--- src/rtl/memy_access_ctrl_if.sv ---
// Bundles the request, write-beat, response and MemY strobe/data signals of the MemY initiator.
// The master modport is the controller's view; the slave modport is the sequencer/MemY side.
interface memy_access_ctrl_if;
    logic        req_valid;
    logic        req_ready;
    logic        req_write;
    logic [7:0]  req_addr;
    logic [7:0]  req_len;

    logic        wr_valid;
    logic        wr_ready;
    logic [63:0] wr_data;

    logic        rd_valid;
    logic        rd_ready;
    logic [63:0] rd_data;

    logic        busy;

    logic [7:0]  common_address;
    logic [31:0] A;
    logic [31:0] B;
    logic        WrtEnbY;
    logic        notWrtEnbY;
    logic [63:0] memY_dataout;

    modport master (
        input  req_valid, req_write, req_addr, req_len,
        input  wr_valid, wr_data,
        input  rd_ready,
        input  memY_dataout,
        output req_ready, wr_ready,
        output rd_valid, rd_data,
        output busy,
        output common_address, A, B, WrtEnbY, notWrtEnbY
    );

    modport slave (
        output req_valid, req_write, req_addr, req_len,
        output wr_valid, wr_data,
        output rd_ready,
        output memY_dataout,
        input  req_ready, wr_ready,
        input  rd_valid, rd_data,
        input  busy,
        input  common_address, A, B, WrtEnbY, notWrtEnbY
    );
endinterface

--- src/rtl/memy_access_ctrl.sv ---
// MemY initiator: turns burst requests into per-beat MemY write/read strobes and
// collects returned read words into a credit-protected response FIFO.
module memy_access_ctrl #(
    parameter int READ_LAT   = 1,
    parameter int RESP_DEPTH = 4
) (
    input  logic                clock,
    input  logic                reset_n,
    memy_access_ctrl_if.master  bus
);

    localparam int PW = (RESP_DEPTH > 1) ? $clog2(RESP_DEPTH) : 1;
    localparam int CW = $clog2(RESP_DEPTH + 1);
    localparam logic [CW:0]   DepthC   = (CW + 1)'(RESP_DEPTH);
    localparam logic [PW-1:0] LastPtrC = PW'(RESP_DEPTH - 1);

    typedef enum logic [1:0] {IDLE, WRITE, READ} state_t;

    state_t        state_q;
    logic [7:0]    addr_q;
    logic [7:0]    beatsLeft_q;
    logic          resetDone_q;
    logic [7:0]    commonAddress_q;
    logic [31:0]   a_q;
    logic [31:0]   b_q;
    logic          wrtEnb_q;
    logic          notWrtEnb_q;
    logic [READ_LAT-1:0] tag_q;

    logic [63:0]   fifoMem_q [RESP_DEPTH];
    logic [PW-1:0] wrPtr_q, wrPtr_d;
    logic [PW-1:0] rdPtr_q, rdPtr_d;
    logic [CW-1:0] fifoCount_q, fifoCount_d;

    logic [CW:0]   inFlight;
    logic [CW:0]   credit;
    logic          accept;
    logic          rdIssue;
    logic          push;
    logic          pop;
    logic          rdValid;

    // Credit covers the strobe just issued plus every tag still in the return pipe,
    // so a read is only issued when a FIFO slot is guaranteed for its data.
    always_comb begin
        inFlight = {{CW{1'b0}}, notWrtEnb_q};
        for (int i = 0; i < READ_LAT; i++) begin
            inFlight = inFlight + {{CW{1'b0}}, tag_q[i]};
        end
        credit  = inFlight + {1'b0, fifoCount_q};
        accept  = (state_q == IDLE) && resetDone_q && bus.req_valid;
        rdIssue = (state_q == READ) && (credit < DepthC);
        rdValid = (fifoCount_q != '0);
        push    = tag_q[READ_LAT-1];
        pop     = rdValid && bus.rd_ready;
    end

    always_ff @(posedge clock or negedge reset_n) begin
        if (!reset_n) begin
            state_q         <= IDLE;
            addr_q          <= '0;
            beatsLeft_q     <= '0;
            resetDone_q     <= 1'b0;
            commonAddress_q <= '0;
            a_q             <= '0;
            b_q             <= '0;
            wrtEnb_q        <= 1'b0;
            notWrtEnb_q     <= 1'b0;
        end else begin
            resetDone_q <= 1'b1;
            wrtEnb_q    <= 1'b0;
            notWrtEnb_q <= 1'b0;
            case (state_q)
                IDLE: begin
                    if (accept) begin
                        addr_q      <= bus.req_addr;
                        beatsLeft_q <= bus.req_len;
                        state_q     <= bus.req_write ? WRITE : READ;
                    end
                end
                WRITE: begin
                    if (bus.wr_valid) begin
                        wrtEnb_q        <= 1'b1;
                        commonAddress_q <= addr_q;
                        a_q             <= bus.wr_data[63:32];
                        b_q             <= bus.wr_data[31:0];
                        addr_q          <= addr_q + 8'd1;
                        beatsLeft_q     <= beatsLeft_q - 8'd1;
                        if (beatsLeft_q == 8'd0) state_q <= IDLE;
                    end
                end
                READ: begin
                    if (rdIssue) begin
                        notWrtEnb_q     <= 1'b1;
                        commonAddress_q <= addr_q;
                        addr_q          <= addr_q + 8'd1;
                        beatsLeft_q     <= beatsLeft_q - 8'd1;
                        if (beatsLeft_q == 8'd0) state_q <= IDLE;
                    end
                end
                default: state_q <= IDLE;
            endcase
        end
    end

    // Tag pipe is aligned so its last stage is high exactly when memY_dataout holds the word.
    always_ff @(posedge clock or negedge reset_n) begin
        if (!reset_n) begin
            tag_q <= '0;
        end else begin
            tag_q[0] <= notWrtEnb_q;
            for (int i = 1; i < READ_LAT; i++) begin
                tag_q[i] <= tag_q[i-1];
            end
        end
    end

    always_comb begin
        wrPtr_d     = wrPtr_q;
        rdPtr_d     = rdPtr_q;
        fifoCount_d = fifoCount_q;
        if (push) wrPtr_d = (wrPtr_q == LastPtrC) ? '0 : wrPtr_q + PW'(1);
        if (pop)  rdPtr_d = (rdPtr_q == LastPtrC) ? '0 : rdPtr_q + PW'(1);
        if (push && !pop)      fifoCount_d = fifoCount_q + CW'(1);
        else if (pop && !push) fifoCount_d = fifoCount_q - CW'(1);
    end

    always_ff @(posedge clock or negedge reset_n) begin
        if (!reset_n) begin
            wrPtr_q     <= '0;
            rdPtr_q     <= '0;
            fifoCount_q <= '0;
        end else begin
            wrPtr_q     <= wrPtr_d;
            rdPtr_q     <= rdPtr_d;
            fifoCount_q <= fifoCount_d;
        end
    end

    // Storage needs no reset: rd_data is forced to zero whenever the FIFO is empty.
    always_ff @(posedge clock) begin
        if (push) fifoMem_q[wrPtr_q] <= bus.memY_dataout;
    end

    assign bus.req_ready      = (state_q == IDLE) && resetDone_q;
    assign bus.wr_ready       = (state_q == WRITE);
    assign bus.rd_valid       = rdValid;
    assign bus.rd_data        = rdValid ? fifoMem_q[rdPtr_q] : 64'd0;
    assign bus.busy           = (state_q != IDLE) || (inFlight != '0) || rdValid;
    assign bus.common_address = commonAddress_q;
    assign bus.A              = a_q;
    assign bus.B              = b_q;
    assign bus.WrtEnbY        = wrtEnb_q;
    assign bus.notWrtEnbY     = notWrtEnb_q;

endmodule

--- src/flat_wrapper.sv ---
// flat-port wrapper written by rule: the top's interface ports become plain ports
module memy_access_ctrl_flat 
#(
    parameter int READ_LAT   = 1,
    parameter int RESP_DEPTH = 4
)
  (clock, reset_n, bus_req_valid, bus_req_write, bus_req_addr, bus_req_len, bus_wr_valid, bus_wr_data, bus_rd_ready, bus_memY_dataout, bus_req_ready, bus_wr_ready, bus_rd_valid, bus_rd_data, bus_busy, bus_common_address, bus_A, bus_B, bus_WrtEnbY, bus_notWrtEnbY);
  memy_access_ctrl_if bus_i ();
  input  logic clock;
  input  logic reset_n;
  input wire logic [$bits(bus_i.req_valid)-1:0] bus_req_valid;
  input wire logic [$bits(bus_i.req_write)-1:0] bus_req_write;
  input wire logic [$bits(bus_i.req_addr)-1:0] bus_req_addr;
  input wire logic [$bits(bus_i.req_len)-1:0] bus_req_len;
  input wire logic [$bits(bus_i.wr_valid)-1:0] bus_wr_valid;
  input wire logic [$bits(bus_i.wr_data)-1:0] bus_wr_data;
  input wire logic [$bits(bus_i.rd_ready)-1:0] bus_rd_ready;
  input wire logic [$bits(bus_i.memY_dataout)-1:0] bus_memY_dataout;
  output wire logic [$bits(bus_i.req_ready)-1:0] bus_req_ready;
  output wire logic [$bits(bus_i.wr_ready)-1:0] bus_wr_ready;
  output wire logic [$bits(bus_i.rd_valid)-1:0] bus_rd_valid;
  output wire logic [$bits(bus_i.rd_data)-1:0] bus_rd_data;
  output wire logic [$bits(bus_i.busy)-1:0] bus_busy;
  output wire logic [$bits(bus_i.common_address)-1:0] bus_common_address;
  output wire logic [$bits(bus_i.A)-1:0] bus_A;
  output wire logic [$bits(bus_i.B)-1:0] bus_B;
  output wire logic [$bits(bus_i.WrtEnbY)-1:0] bus_WrtEnbY;
  output wire logic [$bits(bus_i.notWrtEnbY)-1:0] bus_notWrtEnbY;
  assign bus_i.req_valid = bus_req_valid;
  assign bus_i.req_write = bus_req_write;
  assign bus_i.req_addr = bus_req_addr;
  assign bus_i.req_len = bus_req_len;
  assign bus_i.wr_valid = bus_wr_valid;
  assign bus_i.wr_data = bus_wr_data;
  assign bus_i.rd_ready = bus_rd_ready;
  assign bus_i.memY_dataout = bus_memY_dataout;
  assign bus_req_ready = bus_i.req_ready;
  assign bus_wr_ready = bus_i.wr_ready;
  assign bus_rd_valid = bus_i.rd_valid;
  assign bus_rd_data = bus_i.rd_data;
  assign bus_busy = bus_i.busy;
  assign bus_common_address = bus_i.common_address;
  assign bus_A = bus_i.A;
  assign bus_B = bus_i.B;
  assign bus_WrtEnbY = bus_i.WrtEnbY;
  assign bus_notWrtEnbY = bus_i.notWrtEnbY;
  memy_access_ctrl #(.READ_LAT(READ_LAT), .RESP_DEPTH(RESP_DEPTH)) u_core (.clock(clock), .reset_n(reset_n), .bus(bus_i));
endmodule
--- config.mk ---
export PLATFORM = sky130hd
export DESIGN_NAME = memy_access_ctrl_flat
export DESIGN_NICKNAME = d
export VERILOG_FILES = /design/src/rtl/memy_access_ctrl_if.sv /design/src/rtl/memy_access_ctrl.sv /design/src/flat_wrapper.sv
export SDC_FILE = /design/constraint.sdc
export NUM_CORES = 1
export LEC_CHECK = 0
export CORE_AREA = 8 8 252 157
export CTS_CLUSTER_SIZE = 16
export DETAILED_ROUTE_END_ITERATION = 7
export DIE_AREA = 0 0 260 165
export PLACE_DENSITY_LB_ADDON = 0.12
export SLEW_MARGIN = 25
export SYNTH_ARGS = -nofsm -noshare
export SYNTH_HDL_FRONTEND = slang
export SYNTH_SLANG_ARGS = --single-unit
--- constraint.sdc ---
create_clock -name clock -period 3 [get_ports clock]
set_clock_uncertainty 0.05 [all_clocks]
set_input_delay 0.45 -clock clock [delete_from_list [all_inputs] [get_ports clock]]
set_output_delay 0.45 -clock clock [all_outputs]
set_load 0.02 [all_outputs]
Yosys cells after proc, flatten, opt, wreduce, memory -nomap -nowiden
Memory sizes are Yosys's and may differ from the RTL's.
Cells that the tools add are included.
{ "totals": {"in_bits": 150, "memories": 1, "reg_bits": 101, "output_inout_bits": 142, "ramBits": 256} }
{ "mem_list": {"columns": ["memory", "depth", "word_bits", "rd", "rd_ports_with_merged_regs", "wr", "line", "text"], "rows": [
  ["u_core.fifoMem_q", 4, 64, 1, 0, 1, "memy_access_ctrl.sv:30", "logic [63:0] fifoMem_q [RESP_DEPTH];"]
]} }
{ "classes": {"n_mux": 28, "reduce_logical": 22, "addsub": 8, "order_cmp": 1, "n_eq_ne": 7} }
{ "ops": {"columns": ["cell", "count"], "rows": [
  ["2-to-1 mux 64 bit", 1],
  ["2-to-1 mux 8 bit", 8],
  ["case mux 8 bit (3 select lines)", 2],
  ["case mux 8 bit (2 select lines)", 1],
  ["2-to-1 mux 2 bit", 7],
  ["adder 8 x 1 -> 8 bit (second input constant)", 1],
  ["zero test 8 bit", 1],
  ["subtractor 8 x 1 -> 8 bit (second input constant)", 1],
  ["== test 2 bit (second input constant)", 3],
  ["logical AND 1 bit", 6],
  ["2-to-1 mux 1 bit", 6],
  ["2-to-1 mux 3 bit", 2],
  ["case mux 2 bit (3 select lines)", 1],
  ["AND reduction 3 bit", 2],
  ["nonzero test 2 bit", 3],
  ["nonzero test 3 bit", 2],
  ["adder 2 x 1 -> 2 bit (second input constant)", 2],
  ["adder 4 x 3 -> 4 bit", 1],
  ["< comparator 4 x 3 -> 1 bit (second input constant)", 1],
  ["!= test 2 x 1 -> 1 bit (second input constant)", 2],
  ["AND reduction 4 bit", 1],
  ["nonzero test 4 bit", 1],
  ["adder 3 x 1 -> 3 bit (second input constant)", 1],
  ["subtractor 3 x 1 -> 3 bit (second input constant)", 1],
  ["7 further kinds", 9]
]} }

Depth between registers and ports, before layout
{ "depth": {"depth_word": 6, "ltp_mapped": 9, "ltp_nobuf": 9} }

Least setup slack after synthesis
Ideal clock, no wire load.
{ "synth_path": {"path_kind": "flip-flop to flip-flop", "start": "register u_core.notWrtEnb_q (netlist: u_core.bus.notWrtEnbY)", "end": "register u_core.addr_q[5]", "path_slack_ns": 0.364, "setup_ns": 0.129, "path_buffers": 1, "arrival_time_ns": 2.457, "path_stages_with_launch": 8, "t_required_ns": 2.821, "path_cell_list": "dfrtp_1 ha_1 ha_1 a311o_1 a2111oi_4 buf_6 mux2i_1 nand3_1"} }
{ "synth_via": {"elab_chain_cells": 6} }
{ "synth_lines": {"columns": ["item", "line", "text"], "rows": [
  ["from (decl)", "memy_access_ctrl.sv:27", "logic notWrtEnb_q;"],
  ["from (signal assigned)", "memy_access_ctrl.sv:68", "notWrtEnb_q <= 1'b0;"],
  ["from (signal assigned)", "memy_access_ctrl.sv:72", "notWrtEnb_q <= 1'b0;"],
  ["from (signal assigned)", "memy_access_ctrl.sv:94", "notWrtEnb_q <= 1'b1;"],
  ["adder 1 x 1 -> 2 bit", "memy_access_ctrl.sv:48", "inFlight = inFlight + {{CW{1'b0}}, tag_q[i]};"],
  ["adder 4 x 3 -> 4 bit", "memy_access_ctrl.sv:50", "credit = inFlight + {1'b0, fifoCount_q};"],
  ["< comparator 4 x 3 -> 1 bit", "memy_access_ctrl.sv:52", "rdIssue = (state_q == READ) && (credit < DepthC);"],
  ["logical AND 1 bit", "memy_access_ctrl.sv:52", null],
  ["!= test 2 x 1 -> 1 bit (no source line)", null, null],
  ["AND reduction 4 bit (no source line)", null, null],
  ["to (signal assigned)", "memy_access_ctrl.sv:76", "addr_q <= bus.req_addr;"],
  ["to (signal assigned)", "memy_access_ctrl.sv:87", "addr_q <= addr_q + 8'd1;"],
  ["to (signal assigned)", "memy_access_ctrl.sv:96", "addr_q <= addr_q + 8'd1;"],
  ["to (decl)", "memy_access_ctrl.sv:20", "logic [7:0] addr_q;"]
]} }
No other way between the ends.
A chain may end at the register's enable or synchronous reset.

Final worst setup path
{ "layout_path": {"start": "register u_core.rdPtr_q[0]", "end": "output bus_rd_data[31]"} }
{ "layout_via": {"elab_chain_cells": 2} }
{ "layout_lines": {"columns": ["item", "line", "text"], "rows": [
  ["from (decl)", "memy_access_ctrl.sv:32", "logic [PW-1:0] rdPtr_q, rdPtr_d;"],
  ["from (signal assigned)", "memy_access_ctrl.sv:135", "rdPtr_q <= rdPtr_d;"],
  ["memory read (4 x 64 bit)", null, null],
  ["2-to-1 mux 64 bit", "memy_access_ctrl.sv:148", "assign bus.rd_data = rdValid ? fifoMem_q[rdPtr_q] : 64'd0;"],
  ["to (decl)", "flat_wrapper.sv:22", "output wire logic [$bits(bus_i.rd_data)-1:0] bus_rd_data;"]
]} }
No other way between the ends.

==> results.md <==
• result of the run: finished, final reports clean
• fin crit share: 96.5%
• total power per unit cell area: 1030 mW/mm2
• Cells after Synth: 743
• number of CTS-inserted buffers: 36
• Worst Tran Pin Value: 0.779 ns
• required time at the worst-slack endpoint: 2.50 ns
• portion of the post-synthesis area used by sequential elements: 72.6%
• class of the tightest hold or removal check: reg2reg
• ys flop type: sky130_fd_sc_hd__edfxtp_1
• end of the worst register-to-register path: u_core.beatsLeft_q[6]
• Total GRT Usage: 15.4%
• initial antenna violation count: 1
• Final Slew Violations: 0
• overall die width: 260 um
• complex-gate fraction of the synthesized area: 2.02%
• post-route standard cell area excluding fillers: 0.0190 mm2
• Post-Layout Cell Count: 1574
• maximum number of pins on one net before global-route repair: 66
• vias after detailed routing: 7641
• cells along the critical path: buf_12 -> mux4_2 -> and2_1 -> clkdlybuf4s50_1
• final setup violating endpoints: 0
• Post-Synthesis Mean Instance Area: 18.9 um2
• Remaining DRCs: 0
• combined area of all synthesized cells: 0.0141 mm2
• vias per std cell: 4.85
• origin of the critical flop-to-flop path: u_core.push
• post-route minimum period: 2.90 ns
• global-route wire length before repair: 50.7 mm
• uppermost routed layer: met5
• Post-synth EDFFs: 256
• sink count of the clock tree: 357
• worst-path fanout max: 10
• clock latency of the later-clocked register in the worst-skew pair: 0.51 ns
• critical path type: reg2out
• startpoint types: register
• met1 wire length: 15.1 mm
• number of rows in the core area: 54
• maximum operating frequency: 0.345 GHz
• cell taking the most area after synthesis: sky130_fd_sc_hd__edfxtp_1
• grt total ovfl: 0
• parity-gate share of the synthesized area counting xor and xnor cells: 0.187%
• synthesis-to-layout area growth: 35.3%
• vertical die dimension: 165 um
• most common cell after layout, fill and taps aside: sky130_fd_sc_hd__edfxtp_1
• area share of fa/ha/maj cells after synthesis: 1.57%
• top cells by area in the synthesized netlist: sky130_fd_sc_hd__edfxtp_1, sky130_fd_sc_hd__dfrtp_1, sky130_fd_sc_hd__mux4_2, sky130_fd_sc_hd__mux2_2, sky130_fd_sc_hd__and2_1
• FF+latch count, synth: 357
• leading cell types in the layout, fill and taps excluded: sky130_fd_sc_hd__edfxtp_1, sky130_fd_sc_hd__clkdlybuf4s50_1, sky130_fd_sc_hd__dfrtp_1, sky130_fd_sc_hd__mux2_2, sky130_fd_sc_hd__and2_1
• share of flip-flops with an asynchronous set or reset: 28.3%
• # port buffers: 291
• clk slew on worst S/H paths: 0.07 ns
• Wirelength per Cell: 21.6 um
• worst-case vdd ir drop: 450 uV
• placed cell areas: 0.0177 mm2
• number of buffers on the longest clock path: 3
• number of I/O pins: 292
• worst reg2reg setup slack: 0.39 ns
• post-route worst setup slack: 0.104 ns
• Max transition margin: 48.1%
• final design utilization: 53.2%
• max incr delay on CP: 0.54 ns
• number of antenna diodes: 0
• cell count after placement: 1497
• setup repair after global routing missed its margin: no
• number of global-route vias before repair: 8109
• area inside the core boundary: 0.0357 mm2
• Die Outline Area: 0.0429 mm2
• pre-CTS setup slack: 0.395 ns
• CTS root buffer: sky130_fd_sc_hd__clkbuf_16
• critical path endpoint category: primary output
• start point of the worst hold path: u_core.bus.notWrtEnbY
• H-tree depth: 2
• first-pass detailed-route iteration total: 5
• clock tree from TritonCTS: done
• total detailed-routing wirelength: 33.9 mm
• share of the synthesized area in the top cell type: 54.7%
• Synth cell types: 49
• detailed-routed wire length on met3: 1.36 mm
• synth warn: 0
• HPWL after detailed placement: 23.2 mm
• Crit-path slowest cell: sky130_fd_sc_hd__clkdlybuf4s50_1
• Layout Nets: 1239
• worst reg-to-reg path cell count: 7
• Final TNS setup: 0 ns
• area share of and/or/nand/nor cells after synthesis: 5.25%
• final RePlAce weighted congestion: 0.735
• fraction of layout cells with a size suffix above 1: 21.7%
• critical path data arrival time: 2.40 ns
• count of final hold-check violations: 0
• antenna viol nets, final: 0
• main combinational cell family by area after synthesis: multiplexers
• cell count of the worst hold path: 0
• endpoint of the worst hold-timing path: u_core.push
• initial core utilization: 39.4%
• # fillers: 2896
• First DRT Iteration DRCs: 421
• met2 WL: 16.9 mm
• total nets after synthesis: 910
• fraction of synthesized area in multiplexers: 16.8%
• number of max-cap violations: 0
• leakage power: 6.96 nW
## flip-flops by register name, summed over array words and instances, names as in the netlist
signal	count
u_core.addr_q	8
u_core.rdPtr_q	2
u_core.bus.common_address	8
u_core.fifoMem_q	256
u_core.push	1
u_core.bus.notWrtEnbY	1
u_core.bus.WrtEnbY	1
u_core.fifoCount_q	3
u_core.bus.B	32
u_core.state_q	2
u_core.beatsLeft_q	8
u_core.bus.A	32
u_core.wrPtr_q	2
u_core.resetDone_q	1
## worst max-delay path: cells and delay by family (launching register included)
kind | cells | cell delay, ns
AND/OR/NAND/NOR | 1 | 0.19
buffers and inverters | 2 | 0.71
multiplexers | 1 | 0.49
flip-flops | 1 | 0.50
## power breakdown
group | leakage (nW) | total, mW | internal, mW | switching (mW)
Clock | 0.569 | 4.40 | 2.58 | 1.82
Sequential | 3.51 | 6.90 | 6.33 | 0.565
Combinational | 2.88 | 8.31 | 4.13 | 4.17
## final cells by class
| cell class | instances | area, um2 | share of cell area [%] |
|---|---|---|---|
| inverter | 15 | 58.8 | 0.309 |
| timing repair buffer | 325 | 3350 | 17.6 |
| multi-input combinational | 337 | 3650 | 19.2 |
| clock buffer | 47 | 983 | 5.17 |
| sequential | 357 | 10200 | 53.7 |
| tap | 476 | 596 | 3.13 |
| clock inverter | 17 | 166 | 0.874 |
## cell usage after synthesis, drive strengths merged, types with 2 or more instances
master / n
a21oi: 11
a22o: 2
and2: 70
buf: 10
clkbuf: 24
dfrtp: 101
edfxtp: 256
ha: 16
inv: 14
mux2: 74
mux2i: 9
mux4: 64
nand2: 15
nand2b: 3
nand3: 19
nor2: 4
nor3: 6
nor4: 3
o211ai: 4
o21ai: 12
or3: 2
xor2: 2
## cells by family (layout without fill, tap and decap cells)
group                    Yosys count  after routing
adder cells (fa/ha/maj)           17             17
AO/OA/AOI/OAI                     40             40
other                              1              1
multiplexers                     147            147
AND/OR/NAND/NOR                  129            129
flip-flops                       357            357
buffers and inverters             49            404
XOR/XNOR                           3              3
## metal layers
layer	vias up	GRT usage (%)
li1	3544	-
met2	132	25.3
met4	2	3.40
met5	-	0
met3	45	3.14
met1	3918	21.1
## through the flow
stage | hold WS, ns | total power [mW]
after floorplan | 0.104 | 11.7
after global placement | 0.409 | 15.5
after detailed placement | 0.397 | 15.6
after CTS | 0.417 | 19.9
after global routing | 0.427 | 20.7
final | 0.401 | 19.6
## repair_timing
| action | CTS | global route |
|---|---|---|
| gates resized for setup | 44 | 18 |
| hold buffers | 1 | 0 |
| cloned | 0 | 1 |
| endpoints found under the setup margin | 53 | 26 |
| endpoints found under the hold margin | 54 | 0 |
| setup buffers | 0 | 11 |
## worst max path at each step
stage                          startpoint                to  depth (start not counted)
detailed placement      u_core.rdPtr_q[0]   bus_rd_data[12]                          4
floorplan           u_core.bus.notWrtEnbY  u_core.addr_q[5]                          7
finish                  u_core.rdPtr_q[0]   bus_rd_data[31]                          4
CTS                     u_core.rdPtr_q[0]   bus_rd_data[12]                          4
global route            u_core.rdPtr_q[0]   bus_rd_data[30]                          4
global placement        u_core.rdPtr_q[0]   bus_rd_data[12]                          4
No activity file was read; power rests on OpenSTA's default activity.
